**src/rtl/imem_loader_pkg.sv**
```systemverilog
// imem_loader_pkg: shared definitions for the instruction-memory loader.
//   - state_t / ST_*  : loader FSM state encodings
//   - BYTES_PER_WORD  : stream bytes per instruction word
//   - csum_next()     : running XOR checksum update
package imem_loader_pkg;

    typedef logic [2:0] state_t;

    localparam state_t ST_LEN0  = 3'd0;
    localparam state_t ST_LEN1  = 3'd1;
    localparam state_t ST_DATA  = 3'd2;
    localparam state_t ST_CSUM  = 3'd3;
    localparam state_t ST_DONE  = 3'd4;
    localparam state_t ST_ERROR = 3'd5;

    localparam int BYTES_PER_WORD = 4;

    function automatic logic [7:0] csum_next(input logic [7:0] acc, input logic [7:0] data);
        return acc ^ data;
    endfunction

endpackage

```
**src/rtl/imem_loader_word_assembler.sv**
```systemverilog
// word_assembler: collects little-endian bytes into 32-bit words.
//   i_clk, i_resetn  : clock, async active-low reset
//   i_clear          : restart assembly at byte 0
//   i_byte_valid     : accepted byte on i_byte
//   o_byte_idx       : position the next accepted byte will fill
//   o_word           : last completed word (held until the next one completes)
//   o_word_ready     : one-cycle pulse the cycle after the fourth byte
module word_assembler
    import imem_loader_pkg::*;
(
    input  logic        i_clk,
    input  logic        i_resetn,
    input  logic        i_clear,
    input  logic        i_byte_valid,
    input  logic [7:0]  i_byte,
    output logic [1:0]  o_byte_idx,
    output logic [31:0] o_word,
    output logic        o_word_ready
);

    localparam logic [1:0] LAST_IDX = 2'(BYTES_PER_WORD - 1);

    logic [23:0] r_asm;
    logic [1:0]  r_byte_idx;
    logic [31:0] r_word;
    logic        r_word_ready;

    // Byte shift-in; the completed word is captured separately so it stays stable while written.
    always_ff @(posedge i_clk or negedge i_resetn) begin
        if (!i_resetn) begin
            r_asm        <= 24'd0;
            r_byte_idx   <= 2'd0;
            r_word       <= 32'd0;
            r_word_ready <= 1'b0;
        end else begin
            r_word_ready <= 1'b0;
            if (i_clear) begin
                r_asm      <= 24'd0;
                r_byte_idx <= 2'd0;
            end else if (i_byte_valid) begin
                case (r_byte_idx)
                    2'd0:    r_asm[7:0]   <= i_byte;
                    2'd1:    r_asm[15:8]  <= i_byte;
                    2'd2:    r_asm[23:16] <= i_byte;
                    default: r_asm        <= r_asm;
                endcase
                if (r_byte_idx == LAST_IDX) begin
                    r_word       <= {i_byte, r_asm};
                    r_word_ready <= 1'b1;
                end else begin
                    r_word       <= r_word;
                end
                r_byte_idx <= r_byte_idx + 2'd1;
            end else begin
                r_byte_idx <= r_byte_idx;
            end
        end
    end

    assign o_byte_idx   = r_byte_idx;
    assign o_word       = r_word;
    assign o_word_ready = r_word_ready;

endmodule

```
**src/rtl/imem_loader.sv**
```systemverilog
// imem_loader: writes a byte-streamed program image into instruction memory
// and holds the core in reset until the image and its XOR checksum are good.
// Stream: LEN lo, LEN hi (word count), 4*LEN data bytes LE, checksum byte.
//   i_clk, i_resetn          : clock, async active-low reset
//   i_in_valid/i_in_data     : byte stream, accepted when o_in_ready is high
//   i_reload                 : restart pulse, honoured only in DONE/ERROR
//   o_imem_we/addr/wdata     : instruction memory write port
//   o_cpu_resetn             : core reset, released only in DONE
//   o_done / o_error         : load status
module imem_loader
    import imem_loader_pkg::*;
#(
    parameter int          DEPTH_WORDS = 256,
    parameter logic [31:0] BASE_ADDR   = 32'h0000_0000
) (
    input  logic        i_clk,
    input  logic        i_resetn,
    input  logic        i_in_valid,
    input  logic [7:0]  i_in_data,
    output logic        o_in_ready,
    input  logic        i_reload,
    output logic        o_imem_we,
    output logic [31:0] o_imem_addr,
    output logic [31:0] o_imem_wdata,
    output logic        o_cpu_resetn,
    output logic        o_done,
    output logic        o_error
);

    localparam logic [16:0] DEPTH_L = 17'(DEPTH_WORDS);

    state_t      r_state;
    logic        r_in_ready;
    logic [7:0]  r_len_lo;
    logic [15:0] r_len;
    logic [15:0] r_word_cnt;
    logic [31:0] r_addr;
    logic [7:0]  r_csum;
    logic        r_done;
    logic        r_error;
    logic        r_cpu_resetn;

    state_t      w_state_nxt;
    logic        w_ready_nxt;
    logic        w_xfer;
    logic [16:0] w_len;
    logic        w_asm_valid;
    logic        w_asm_clear;
    logic [1:0]  w_byte_idx;
    logic [31:0] w_word;
    logic        w_word_ready;
    logic        w_restart;

    assign w_xfer      = i_in_valid & r_in_ready;
    assign w_len       = {1'b0, i_in_data, r_len_lo};
    assign w_asm_valid = w_xfer && (r_state == ST_DATA);
    assign w_asm_clear = w_xfer && (r_state == ST_LEN1);
    assign w_restart   = i_reload && ((r_state == ST_DONE) || (r_state == ST_ERROR));

    word_assembler u_asm (
        .i_clk        (i_clk),
        .i_resetn     (i_resetn),
        .i_clear      (w_asm_clear),
        .i_byte_valid (w_asm_valid),
        .i_byte       (i_in_data),
        .o_byte_idx   (w_byte_idx),
        .o_word       (w_word),
        .o_word_ready (w_word_ready)
    );

    // Next-state decode.
    always_comb begin
        w_state_nxt = r_state;
        case (r_state)
            ST_LEN0: begin
                if (w_xfer) w_state_nxt = ST_LEN1;
                else        w_state_nxt = r_state;
            end
            ST_LEN1: begin
                if (!w_xfer)                 w_state_nxt = r_state;
                else if (w_len > DEPTH_L)    w_state_nxt = ST_ERROR;
                else if (w_len == 17'd0)     w_state_nxt = ST_CSUM;
                else                         w_state_nxt = ST_DATA;
            end
            ST_DATA: begin
                // Leave only once the final word's write strobe has been issued.
                if (w_word_ready && (r_word_cnt == (r_len - 16'd1))) w_state_nxt = ST_CSUM;
                else                                                 w_state_nxt = r_state;
            end
            ST_CSUM: begin
                if (!w_xfer)                 w_state_nxt = r_state;
                else if (i_in_data == r_csum) w_state_nxt = ST_DONE;
                else                         w_state_nxt = ST_ERROR;
            end
            ST_DONE, ST_ERROR: begin
                if (i_reload) w_state_nxt = ST_LEN0;
                else          w_state_nxt = r_state;
            end
            default: w_state_nxt = ST_LEN0;
        endcase
    end

    // Ready for the next cycle; dropped for the write cycle that follows a fourth byte.
    always_comb begin
        w_ready_nxt = 1'b0;
        case (w_state_nxt)
            ST_LEN0, ST_LEN1, ST_CSUM: w_ready_nxt = 1'b1;
            ST_DATA: begin
                if (w_asm_valid && (w_byte_idx == 2'd3)) w_ready_nxt = 1'b0;
                else                                     w_ready_nxt = 1'b1;
            end
            default: w_ready_nxt = 1'b0;
        endcase
    end

    // FSM, length, counters, address, checksum and status registers.
    always_ff @(posedge i_clk or negedge i_resetn) begin
        if (!i_resetn) begin
            r_state      <= ST_LEN0;
            r_in_ready   <= 1'b0;
            r_len_lo     <= 8'd0;
            r_len        <= 16'd0;
            r_word_cnt   <= 16'd0;
            r_addr       <= BASE_ADDR;
            r_csum       <= 8'd0;
            r_done       <= 1'b0;
            r_error      <= 1'b0;
            r_cpu_resetn <= 1'b0;
        end else begin
            r_state      <= w_state_nxt;
            r_in_ready   <= w_ready_nxt;
            r_done       <= (w_state_nxt == ST_DONE);
            r_error      <= (w_state_nxt == ST_ERROR);
            // Released one cycle after DONE is entered; dropped as soon as reload leaves DONE.
            r_cpu_resetn <= (r_state == ST_DONE) && (w_state_nxt == ST_DONE);
            if (w_xfer && (r_state == ST_LEN0)) begin
                r_len_lo <= i_in_data;
            end else begin
                r_len_lo <= r_len_lo;
            end
            if (w_asm_clear || w_restart) begin
                r_len      <= w_asm_clear ? w_len[15:0] : 16'd0;
                r_word_cnt <= 16'd0;
                r_addr     <= BASE_ADDR;
                r_csum     <= 8'd0;
            end else begin
                if (w_word_ready) begin
                    r_word_cnt <= r_word_cnt + 16'd1;
                    r_addr     <= r_addr + 32'd4;
                end else begin
                    r_word_cnt <= r_word_cnt;
                    r_addr     <= r_addr;
                end
                if (w_asm_valid) r_csum <= csum_next(r_csum, i_in_data);
                else             r_csum <= r_csum;
            end
        end
    end

    assign o_in_ready   = r_in_ready;
    assign o_imem_we    = w_word_ready;
    assign o_imem_addr  = r_addr;
    assign o_imem_wdata = w_word;
    assign o_cpu_resetn = r_cpu_resetn;
    assign o_done       = r_done;
    assign o_error      = r_error;

endmodule

```
**config.mk**
```make
export PLATFORM = sky130hd
export DESIGN_NAME = imem_loader
export DESIGN_NICKNAME = d
export VERILOG_FILES = /design/src/rtl/imem_loader_pkg.sv /design/src/rtl/imem_loader_word_assembler.sv /design/src/rtl/imem_loader.sv
export SDC_FILE = /design/constraint.sdc
export NUM_CORES = 1
export LEC_CHECK = 0
export ABC_AREA = 1
export CELL_PAD_IN_SITES_DETAIL_PLACEMENT = 1
export CELL_PAD_IN_SITES_GLOBAL_PLACEMENT = 1
export CORE_ASPECT_RATIO = 1.4
export CORE_UTILIZATION = 42
export DETAILED_ROUTE_END_ITERATION = 12
export GPL_TIMING_DRIVEN = 0
export HOLD_SLACK_MARGIN = 0.02
export PLACE_DENSITY = 0.83
export SETUP_SLACK_MARGIN = 0.3
export SKIP_CTS_REPAIR_TIMING = 1
export SLEW_MARGIN = 20
export SYNTH_ARGS = -nofsm -noshare
export SYNTH_HDL_FRONTEND = slang
export SYNTH_HIERARCHICAL = 1
export SYNTH_SLANG_ARGS = --single-unit
```
**constraint.sdc**
```tcl
create_clock -name i_clk -period 2.4 [get_ports i_clk]
set_input_delay 0.36 -clock i_clk [delete_from_list [all_inputs] [get_ports i_clk]]
set_output_delay 0.36 -clock i_clk [all_outputs]
set_load 0.01 [all_outputs]
```
==> impl_metrics.yaml, run 1 <==
detailed_routing:
  met1Wirelength_microns: 8140
  vias_per_cell: 5.21
  wl_microns: 21500
  first_pass_iters: 4
  drt_iter0_markers: 263
  vias: 6633
  post_drt_wl_per_cell_microns: 16.9
  drc_errors: 0
  postRouteAntennaNets: 0
  dr_wl_met3_microns: 533
  dr.max_layer_used: "met4"
  met2_length_microns: 12100
global_route:
  grt_max_degree: 85
  grt_pass1_wl_microns: 35500
  grt_use_total_pct: 25.7
  grt-ovfl-total: 0
  grt_pass1_vias: 7147
  antenna_found_initial: 0
place:
  globalplace.congestion: 0.833
  port_buffers: 78
  post-place-cells: 1241
  dpl.hpwl_microns: 15700
yosys:
  async_flop_share_pct: 100
  synthXorXnorAreaFrac_pct: 2.27
  synth_top_area_share_pct: 49.1
  synth.cell_area_sq_um: 7330
  yosysUniqueCellTypes: 41
  synth-compound-area-share_pct: 7.76
  ys_seq_area_share_pct: 49.1
  synth-edff-count: 0
  synth_top_family_by_area: "simple AND/OR/NAND/NOR gates"
  netlist_instances: 929
  synthFlopType: "dfrtp_1"
  synth_area_per_cell_sq_um: 7.90
  yosys_warnings: 6
  ys_top_cells_by_area: "dfrtp_1 (49%), nand2_1 (14%), inv_1 (5.6%)"
  synth.most_common_cell: "nand2_1"
  muxShareOfSynthArea_pct: 0
  ys_ff_latch: 144
  synth_commonest_cells: "nand2_1 (268), dfrtp_1 (144), inv_1 (110), nor2_1 (71), nand3_1 (63)"
  synthSimpleGateAreaFrac_pct: 31.0
  synthAdderAreaFrac_pct: 1.19
  synth_top_area_cell: "dfrtp_1"
pwr:
  power.density_nw_per_um2: 871
  leakagePower_nw: 4.44
  total_power_mw: 7.90
  ir_drop_mv: 0.611
setup_path:
  arrival_ns: 2.27
  crit_required_ns: 2.71
  crit_path_max_fanout: 10
  slowest_delay_ns: 0.37
  end_kind: "register"
  worstSetupPathType: "register to register"
  critical_path.startpoint_type: "register"
  slowest_stage: "dfrtp_1"
  cp_common_cell: "nand2_1"
  crit_chain: "nand2_1, inv_1, nand2_2, inv_1, buf_4, inv_2, nand3_2, buf_2, nand2_1, nand2_1"
sta:
  rsz0062_at_grt: "yes"
  min_period_ns: 1.96
  slew_headroom_pct: 55.6
  final.period_utilization_pct: 81.7
  whs_ns: 0.446
  worst_slew_pin_slew_ns: 0.665
  maxSlewViolCount: 0
  clock_skew_ns: 0.0103
  setup_viol: 0
  hold_viol_final: 0
  fmax_mhz: 510
floorplanning:
  die_h_microns: 158
  die_w_microns: 114
  die_area_sq_um: 18000
  start_util_pct: 43.4
  num_rows: 56
  coreArea_sq_um: 16900
  ioPinCount: 81
clocking:
  cts_max_path_buffers: 2
  clk_pin_slew_ns: 0.06
  cts.sinks: 144
  cts_buffers: 17
  root_buffer: "clkbuf_16"
  worstSkewPairLatency_ns: 0.43
  tritoncts: "built"
  htree_num_levels: 4
final_layout:
  insertedDiodeCount: 0
  fin_cells: 1273
  fin_nets: 1048
  fill_cells: 2071
  drive_above_1_share_pct: 10.2
  syn_to_final_growth_pct: 23.7
outcome:
  status: "finished clean"
job:
  drv_cap: 0
min_path:
  hold_path.class: "primary input to async pin"
-- critical path, delay by kind of cell, from the launching register on --
kind	cells	cell delay, ns
buffers and inverters	5	0.78
DFF	1	0.37
and+or+nand+nor	5	0.68
-- cells by family after synthesis --
logic type | Yosys count
flip-flops | 144
AO/OA/AOI/OAI | 102
adder cells (fa/ha/maj) | 7
XOR/XNOR | 19
buffers and inverters | 149
AND/OR/NAND/NOR | 507
other | 1
-- stage by stage --
step                TNS [ns]  worst slack, ns  cell area, sq um  util [%]
CTS                        0            0.266              9020      53.4
floorplan                  0            0.719              7340         -
global route               0            0.288              9070      53.7
detailed placement     -1.69          -0.0957              8440      50.0
global placement     -716.89            -4.99              8410      49.8
finish                     0            0.438              9070      53.7
-- where the power goes --
group / internal [mW] / switching (mW) / total [mW]
Clock: 1.58 / 1.02 / 2.60
Sequential: 2.65 / 0.197 / 2.84
Combinational: 0.780 / 1.67 / 2.45
-- registers in the layout (all words and copies together) (netlist names) --
| signal | count |
|---|---|
| r_state | 3 |
| o_done | 1 |
| o_imem_addr | 30 |
| r_word_cnt | 16 |
| r_len_lo | 8 |
| r_len | 16 |
| u_asm/o_word_ready | 1 |
| r_csum | 8 |
| o_error | 1 |
| u_asm/r_asm | 24 |
| u_asm/o_byte_idx | 2 |
| o_cpu_resetn | 1 |
| o_in_ready | 1 |
| u_asm/o_word | 32 |
-- final cells by class --
cell class              count  area [sq um]  share of cell area [%]
multi-input cells         637          3150                    34.7
flip-flops and latches    144          3610                    39.7
clock buffers              22           464                    5.12
clock inverters             9           110                    1.21
plain buffers              31           186                    2.05
well taps                 232           290                    3.20
inverters                 118           443                    4.88
repair buffers             80           823                    9.07
-- layout by cell type (no fill, tap or decap), types with 3 or more instances in the layout --
cell / synthesis / layout
nand2_1: 268 / 266
dfrtp_1: 144 / 142
inv_1: 110 / 109
clkdlybuf4s50_1: 0 / 77
nor2_1: 71 / 68
nand3_1: 63 / 63
nand4_1: 42 / 42
a21oi_1: 38 / 38
o21ai_0: 36 / 35
nor3_1: 24 / 24
clkbuf_16: 0 / 17
buf_2: 15 / 14
nor2_2: 9 / 11
xnor2_1: 11 / 11
o22ai_1: 10 / 10
inv_2: 8 / 9
nand2_2: 8 / 9
xor2_1: 8 / 8
clkbuf_1: 5 / 8
buf_4: 7 / 7
ha_1: 7 / 6
nor3_2: 5 / 5
nand3b_1: 4 / 4
nor2_4: 3 / 4
o21ai_1: 2 / 3
o21ai_2: 3 / 3
o21a_1: 3 / 3
nand3_2: 3 / 3
clkinvlp_4: 0 / 3
buf_6: 3 / 3
-- routing by layer --
| layer | track usage, % | up-vias |
|---|---|---|
| met1 | 26.0 | 3275 |
| met3 | 4.26 | 48 |
| met2 | 50.4 | 114 |
| met4 | 12.2 | 0 |
| li1 | - | 3196 |
| met5 | 0 | - |
-- path summary, 6_finish.rpt --
check	slack, ns	start	to	depth (start not counted)
max	0.44	o_in_ready	u_asm/o_word[17]	10
min	0.45	i_resetn	o_imem_addr[20]	2
max reg2reg	0.44	o_in_ready	u_asm/o_word[17]	10
min reg2reg	0.47	u_asm/o_word[16]	u_asm/o_word[16]	2
max in group asynchronous	1.16	i_resetn	r_word_cnt[15]	3
min in group i_clk	0.47	u_asm/o_word[16]	u_asm/o_word[16]	2
Note: power is estimated with default switching activity, not from simulation.
==> inputs of run 2 (changes only) <==
--- a/config.mk
+++ b/config.mk
@@ -9,11 +9,11 @@
 export CELL_PAD_IN_SITES_DETAIL_PLACEMENT = 1
 export CELL_PAD_IN_SITES_GLOBAL_PLACEMENT = 1
 export CORE_ASPECT_RATIO = 1.4
-export CORE_UTILIZATION = 42
+export CORE_UTILIZATION = 38
 export DETAILED_ROUTE_END_ITERATION = 12
 export GPL_TIMING_DRIVEN = 0
 export HOLD_SLACK_MARGIN = 0.02
-export PLACE_DENSITY = 0.83
+export PLACE_DENSITY = 0.79
 export SETUP_SLACK_MARGIN = 0.3
 export SKIP_CTS_REPAIR_TIMING = 1
 export SLEW_MARGIN = 20
==> constraint.sdc (replaced) <==
create_clock -name i_clk -period 1.8 [get_ports i_clk]
set_input_delay 0.27 -clock i_clk [delete_from_list [all_inputs] [get_ports i_clk]]
set_output_delay 0.27 -clock i_clk [all_outputs]
set_load 0.01 [all_outputs]
==> run 2 against run 1 <==
  * The flow now finishes with violations (setup timing)
  * Final area increased by 28%
  * Critical path depth up 3
  * Non-clock buffer count is 93 higher
  * Setup slack got worse by 0.67 ns
  * Count of clock-buffer cells in the layout fell by 4
  * Total power is 67% higher
  * Largest cell class is now multi-input combinational cells
  * Highest routed layer unchanged
==> impl_metrics.yaml, run 2 (synthesis gave the netlist of run 1 again) <==
outcome:
  status: "complete, but fails checks"
  violations: "setup timing"
global_route:
  grt-ovfl-total: 0
  grt_pass1_vias: 7027
  antenna_found_initial: 0
  grt_use_total_pct: 22.9
  grt_pass1_wl_microns: 35500
  grt_max_degree: 84
setup_path:
  arrival_ns: 2.36
  worstSetupPathType: "primary input to register"
  crit_path_max_fanout: 4
  crit_required_ns: 2.13
  end_kind: "register"
  critical_path.startpoint_type: "primary input"
final_layout:
  fill_cells: 2054
  syn_to_final_growth_pct: 58.9
  fin_area_sq_um: 11700
  final_common_cell: "nand2_1"
  final_cell_mix: "nand2_1 (171), dfrtp_1 (129), inv_1 (95)"
  fin_nets: 1143
  largest_reg_flops: 32
  drive_above_1_share_pct: 38.9
  insertedDiodeCount: 0
floorplanning:
  die_h_microns: 166
  ioPinCount: 81
  die_area_sq_um: 19900
  num_rows: 59
  die_w_microns: 119
  coreArea_sq_um: 18800
  start_util_pct: 39.1
place:
  dpl.hpwl_microns: 15800
  place_area_sq_um: 8530
  globalplace.congestion: 0.817
  port_buffers: 78
  preCtsSetupSlack_ns: -0.497
pwr:
  power.density_nw_per_um2: 1130
  leakagePower_nw: 6.75
  ir_drop_mv: 0.684
detailed_routing:
  drt_iter0_markers: 332
  first_pass_iters: 4
  wl_microns: 32200
  post_drt_wl_per_cell_microns: 23.3
  postRouteAntennaNets: 0
  vias_per_cell: 5.63
  vias: 7769
  drc_errors: 0
sta:
  setup_ws_ns: -0.232
  rsz0062_at_grt: "yes"
  fmax_mhz: 492
  worst_slew_pin_slew_ns: 0.716
  min_period_ns: 2.03
  final.period_utilization_pct: 113
  setup_viol: 84
  slew_headroom_pct: 52.1
  maxSlewViolCount: 0
  clock_skew_ns: 0.0108
  hold_viol_final: 0
clocking:
  cts_max_path_buffers: 2
  worstSkewPairLatency_ns: 0.44
  cts.sinks: 144
  cts_buffers: 17
  htree_num_levels: 4
  tritoncts: "built"
  root_buffer: "clkbuf_16"
  clk_pin_slew_ns: 0.07
min_path:
  hold_path.class: "primary input to register"
job:
  drv_cap: 0
==> run 2: final cells by class <==
class	count	area (sq um)	share of cell area, %
Buffer	31	348	2.98
Clock inverter	14	203	1.74
Multi-Input combinational cell	639	4310	37.0
Inverter	118	499	4.28
Timing Repair Buffer	173	1940	16.7
Tap cell	244	305	2.62
Sequential cell	144	3620	31.1
Clock buffer	18	429	3.68
==> run 2: power breakdown <==
part           leakage (nW)  switching [mW]  internal, mW
combinational          4.49            3.31          2.04
clock                 0.306            1.58          2.34
sequential             1.95           0.378          3.53
total                  6.75            5.27          7.91
==> run 2: critical path, stage by stage <==
cell	delay (ns)
clkdlybuf4s50_1	0.55
inv_1	0.24
nand4_1	0.17
inv_1	0.11
nand4_1	0.12
nand2_1	0.12
nand2_1	0.06
nand2_1	0.08
nand2_1	0.09
nor2_2	0.28
nand3_2	0.11
nand2_1	0.10
inv_1	0.06
==> run 2: final timing paths <==
kind                             startpoint               end  slack, ns  cells after the start
min in group asynchronous          i_resetn   o_imem_addr[20]       0.43                      2
max reg2reg                      r_state[1]  u_asm/o_word[20]      -0.21                     11
min reg2reg                u_asm/o_word[30]  u_asm/o_word[30]       0.50                      2
max in group asynchronous          i_resetn        r_state[2]       0.59                      3
min                            i_in_data[3]  u_asm/o_word[27]       0.32                      3
max                            i_in_data[4]        o_in_ready      -0.23                     13
==> run 2: per-stage QoR <==
stage	total power [mW]	utilization (%)	instances	setup TNS (ns)	hold slack (ns)
global route	13.7	62.2	1381	-15.66	0.354
global placement	6.97	45.3	1252	-835.91	0.454
floorplan	6.05	-	930	0	-0.0256
detailed placement	7.11	45.5	1253	-32.82	0.321
CTS	11.0	48.8	1285	-16.49	-0.140
finish	13.2	62.2	1381	-7.74	0.323
==> run 2: layer usage <==
metal  global-route usage (%)  up-vias  wire [microns]
met4                     9.78        0            2230
met1                     24.3     3924           11400
met3                     3.54      141            1230
li1                         -     3406               -
met5                        0        -               0
met2                     43.9      298           17400
==> inputs of run 3 (changes only) <==
--- a/config.mk
+++ b/config.mk
@@ -5,15 +5,14 @@
 export SDC_FILE = /design/constraint.sdc
 export NUM_CORES = 1
 export LEC_CHECK = 0
-export ABC_AREA = 1
 export CELL_PAD_IN_SITES_DETAIL_PLACEMENT = 1
 export CELL_PAD_IN_SITES_GLOBAL_PLACEMENT = 1
 export CORE_ASPECT_RATIO = 1.4
-export CORE_UTILIZATION = 38
+export CORE_UTILIZATION = 48
 export DETAILED_ROUTE_END_ITERATION = 12
 export GPL_TIMING_DRIVEN = 0
 export HOLD_SLACK_MARGIN = 0.02
-export PLACE_DENSITY = 0.79
+export PLACE_DENSITY = 0.88
 export SETUP_SLACK_MARGIN = 0.3
 export SKIP_CTS_REPAIR_TIMING = 1
 export SLEW_MARGIN = 20
==> constraint.sdc (replaced) <==
create_clock -name i_clk -period 2.5 [get_ports i_clk]
set_input_delay 0.375 -clock i_clk [delete_from_list [all_inputs] [get_ports i_clk]]
set_output_delay 0.375 -clock i_clk [all_outputs]
set_load 0.01 [all_outputs]
==> run 3 against run 2 <==
  * The run still ends with setup timing left
  * Sequential share of layout area rose by 8.8 points
  * Sequential cell count stayed put
  * Non-clock buffer count down 71
  * First-iteration DRC count is 15% higher
  * Sequential power shrank 26%
  * Largest power group is now registers
==> impl_metrics.yaml, run 3 <==
sta:
  fmax_mhz: 364
  hold_viol_final: 0
  min_period_ns: 2.75
  slew_headroom_pct: 57.0
  setup_viol: 4
  worst_slew_pin_slew_ns: 0.642
  rsz0062_at_grt: "yes"
  final.setup.tns_ns: -0.737
  setup_ws_ns: -0.246
  final.period_utilization_pct: 110
  maxSlewViolCount: 0
  clock_skew_ns: 0.0152
global_route:
  antenna_found_initial: 0
  grt_pass1_vias: 6261
  grt_pass1_wl_microns: 33700
  grt_max_degree: 99
  grt-ovfl-total: 0
  grt_use_total_pct: 28.5
yosys:
  yosysUniqueCellTypes: 55
  ys_seq_area_share_pct: 50.7
  synth_commonest_cells: "dfrtp_1 (144), nor2_1 (70), nand3_1 (40), xor2_1 (39)"
  ys_ff_latch: 144
  synth_area_per_cell_sq_um: 10.9
  synth.cell_area_sq_um: 7110
  yosys_warnings: 6
  synth.most_common_cell: "dfrtp_1"
  async_flop_share_pct: 100
  ys_top_cells_by_area: "dfrtp_1 (51%), mux2_4 (6.1%), xor2_1 (4.8%)"
  synth_top_area_cell: "dfrtp_1"
  synthFlopType: "dfrtp_1"
  synth_top_area_share_pct: 50.7
  synth-edff-count: 0
  netlist_instances: 650
detailed_routing:
  drt_iter0_markers: 381
  wl_microns: 21600
  vias: 5677
  drc_errors: 0
  postRouteAntennaNets: 0
  first_pass_iters: 5
  vias_per_cell: 5.89
  post_drt_wl_per_cell_microns: 22.4
place:
  preCtsSetupSlack_ns: -0.567
  place_area_sq_um: 8200
  globalplace.congestion: 0.864
  port_buffers: 78
  dpl.hpwl_microns: 13500
final_layout:
  final_common_cell: "dfrtp_1"
  insertedDiodeCount: 0
  drive_above_1_share_pct: 22.2
  fin_nets: 781
  fill_cells: 1515
  syn_to_final_growth_pct: 27.1
  largest_reg_flops: 32
  final_cell_mix: "dfrtp_1 (143), clkdlybuf4s50_1 (77), nor2_1 (65)"
  fin_area_sq_um: 9040
setup_path:
  crit_required_ns: 2.87
  crit_path_start: "r_len[1]"
  arrival_ns: 3.12
  worstSetupPathType: "register to register"
  timing.rr.start: "r_len[1]"
  crit_path_max_fanout: 4
  critical_path.startpoint_type: "register"
  end_kind: "register"
clocking:
  cts_max_path_buffers: 2
  cts.sinks: 144
  clk_pin_slew_ns: 0.07
  worstSkewPairLatency_ns: 0.44
  cts_buffers: 17
  root_buffer: "clkbuf_16"
  htree_num_levels: 4
  tritoncts: "built"
pwr:
  total_power_mw: 7.44
  p_seq_share_pct: 38.6
  power.density_nw_per_um2: 824
  p_switching_mw: 2.66
  ir_drop_mv: 0.588
  p_comb_share_pct: 28.2
  leakagePower_nw: 4.07
  pwr-share-clk_pct: 33.2
  switching_share_pct: 35.8
  p_int_mw: 4.78
floorplanning:
  die_area_sq_um: 15300
  die_w_microns: 105
  ioPinCount: 81
  num_rows: 52
  die_h_microns: 146
  coreArea_sq_um: 14400
  start_util_pct: 49.2
min_path:
  hold_path.class: "primary input to async pin"
job:
  drv_cap: 0
outcome:
  status: "complete, but fails checks"
  violations: "setup timing"
run 3: cell count changes after synthesis, sizes merged, moves of 23 or more:
cell and change:
nand2 -239, inv -109, mux2 +40, xor2 +31
o21ai -28, nand4 -27, nand3 -26, a21bo +24
nor3 -23
run 3: logic make-up after synthesis:
family | count (synthesis) | synth area share, %
AOI/OAI and AO/OA | 103 | 10.5
DFF | 144 | 50.7
muxes | 45 | 8.57
buffers and inverters | 50 | 3.41
xor gates and xnor gates | 72 | 8.87
other | 1 | 0.0527
and+or+nand+nor | 228 | 16.7
adders and majority gates | 7 | 1.23
run 3: power by group through the flow:
stage,logic (mW),registers [mW],clock network [mW]
2_1_floorplan,1.17,2.78,0
3_3_place_gp,1.56,2.84,0
4_1_cts,1.73,2.84,2.49
5_1_grt,2.23,2.90,2.58
3_5_place_dp,1.67,2.86,0
6_report,2.10,2.88,2.47
run 3: path summary, 6_finish.rpt:
path	depth (start not counted)	end	slack [ns]
setup / recovery	10	o_error	-0.25
setup reg to reg	10	o_error	-0.25
hold / removal	2	u_asm/r_asm[1]	0.43
min in group i_clk	1	u_asm/o_word[10]	0.50
max in group asynchronous	3	r_len[0]	1.20
hold reg to reg	1	u_asm/o_word[10]	0.50
run 3: stage by stage:
stage	hold WS (ns)	util (%)	instances
3_5_place_dp	0.302	56.8	919
6_report	0.431	62.6	964
3_3_place_gp	0.482	56.6	918
5_1_grt	0.458	62.6	964
4_1_cts	-0.161	60.7	951
2_1_floorplan	0.0794	-	651
run 3: layout make-up:
| type | instances | area, sq um | area share, % |
|---|---|---|---|
| flip-flops and latches | 144 | 3600 | 39.9 |
| multi-input cells | 457 | 3430 | 38.0 |
| repair buffers | 92 | 913 | 10.1 |
| clock buffers | 18 | 439 | 4.86 |
| plain buffers | 41 | 256 | 2.84 |
| well taps | 189 | 236 | 2.62 |
| clock inverters | 14 | 121 | 1.34 |
| inverters | 9 | 33.8 | 0.374 |
run 3: routing by layer:
metal  part of all wire [%]  vias to the layer above  global-route usage (%)
met3                    3.9                       56                    5.87
met4                    3.2                        0                    13.7
met5                      0                        -                       0
met1                     38                     2945                    31.6
li1                       -                     2501                       -
met2                     55                      175                    51.7
run 3: worst max-delay path: stages (launching register included):
cell       delay [ns]
dfrtp_1          0.42
inv_2            0.11
ha_4             0.15
or4b_4           0.47
buf_8            0.14
nor4_4           0.17
xnor2_1          0.15
a2111oi_4        0.44
o311ai_4         0.22
o21ai_2          0.24
and2_4           0.17
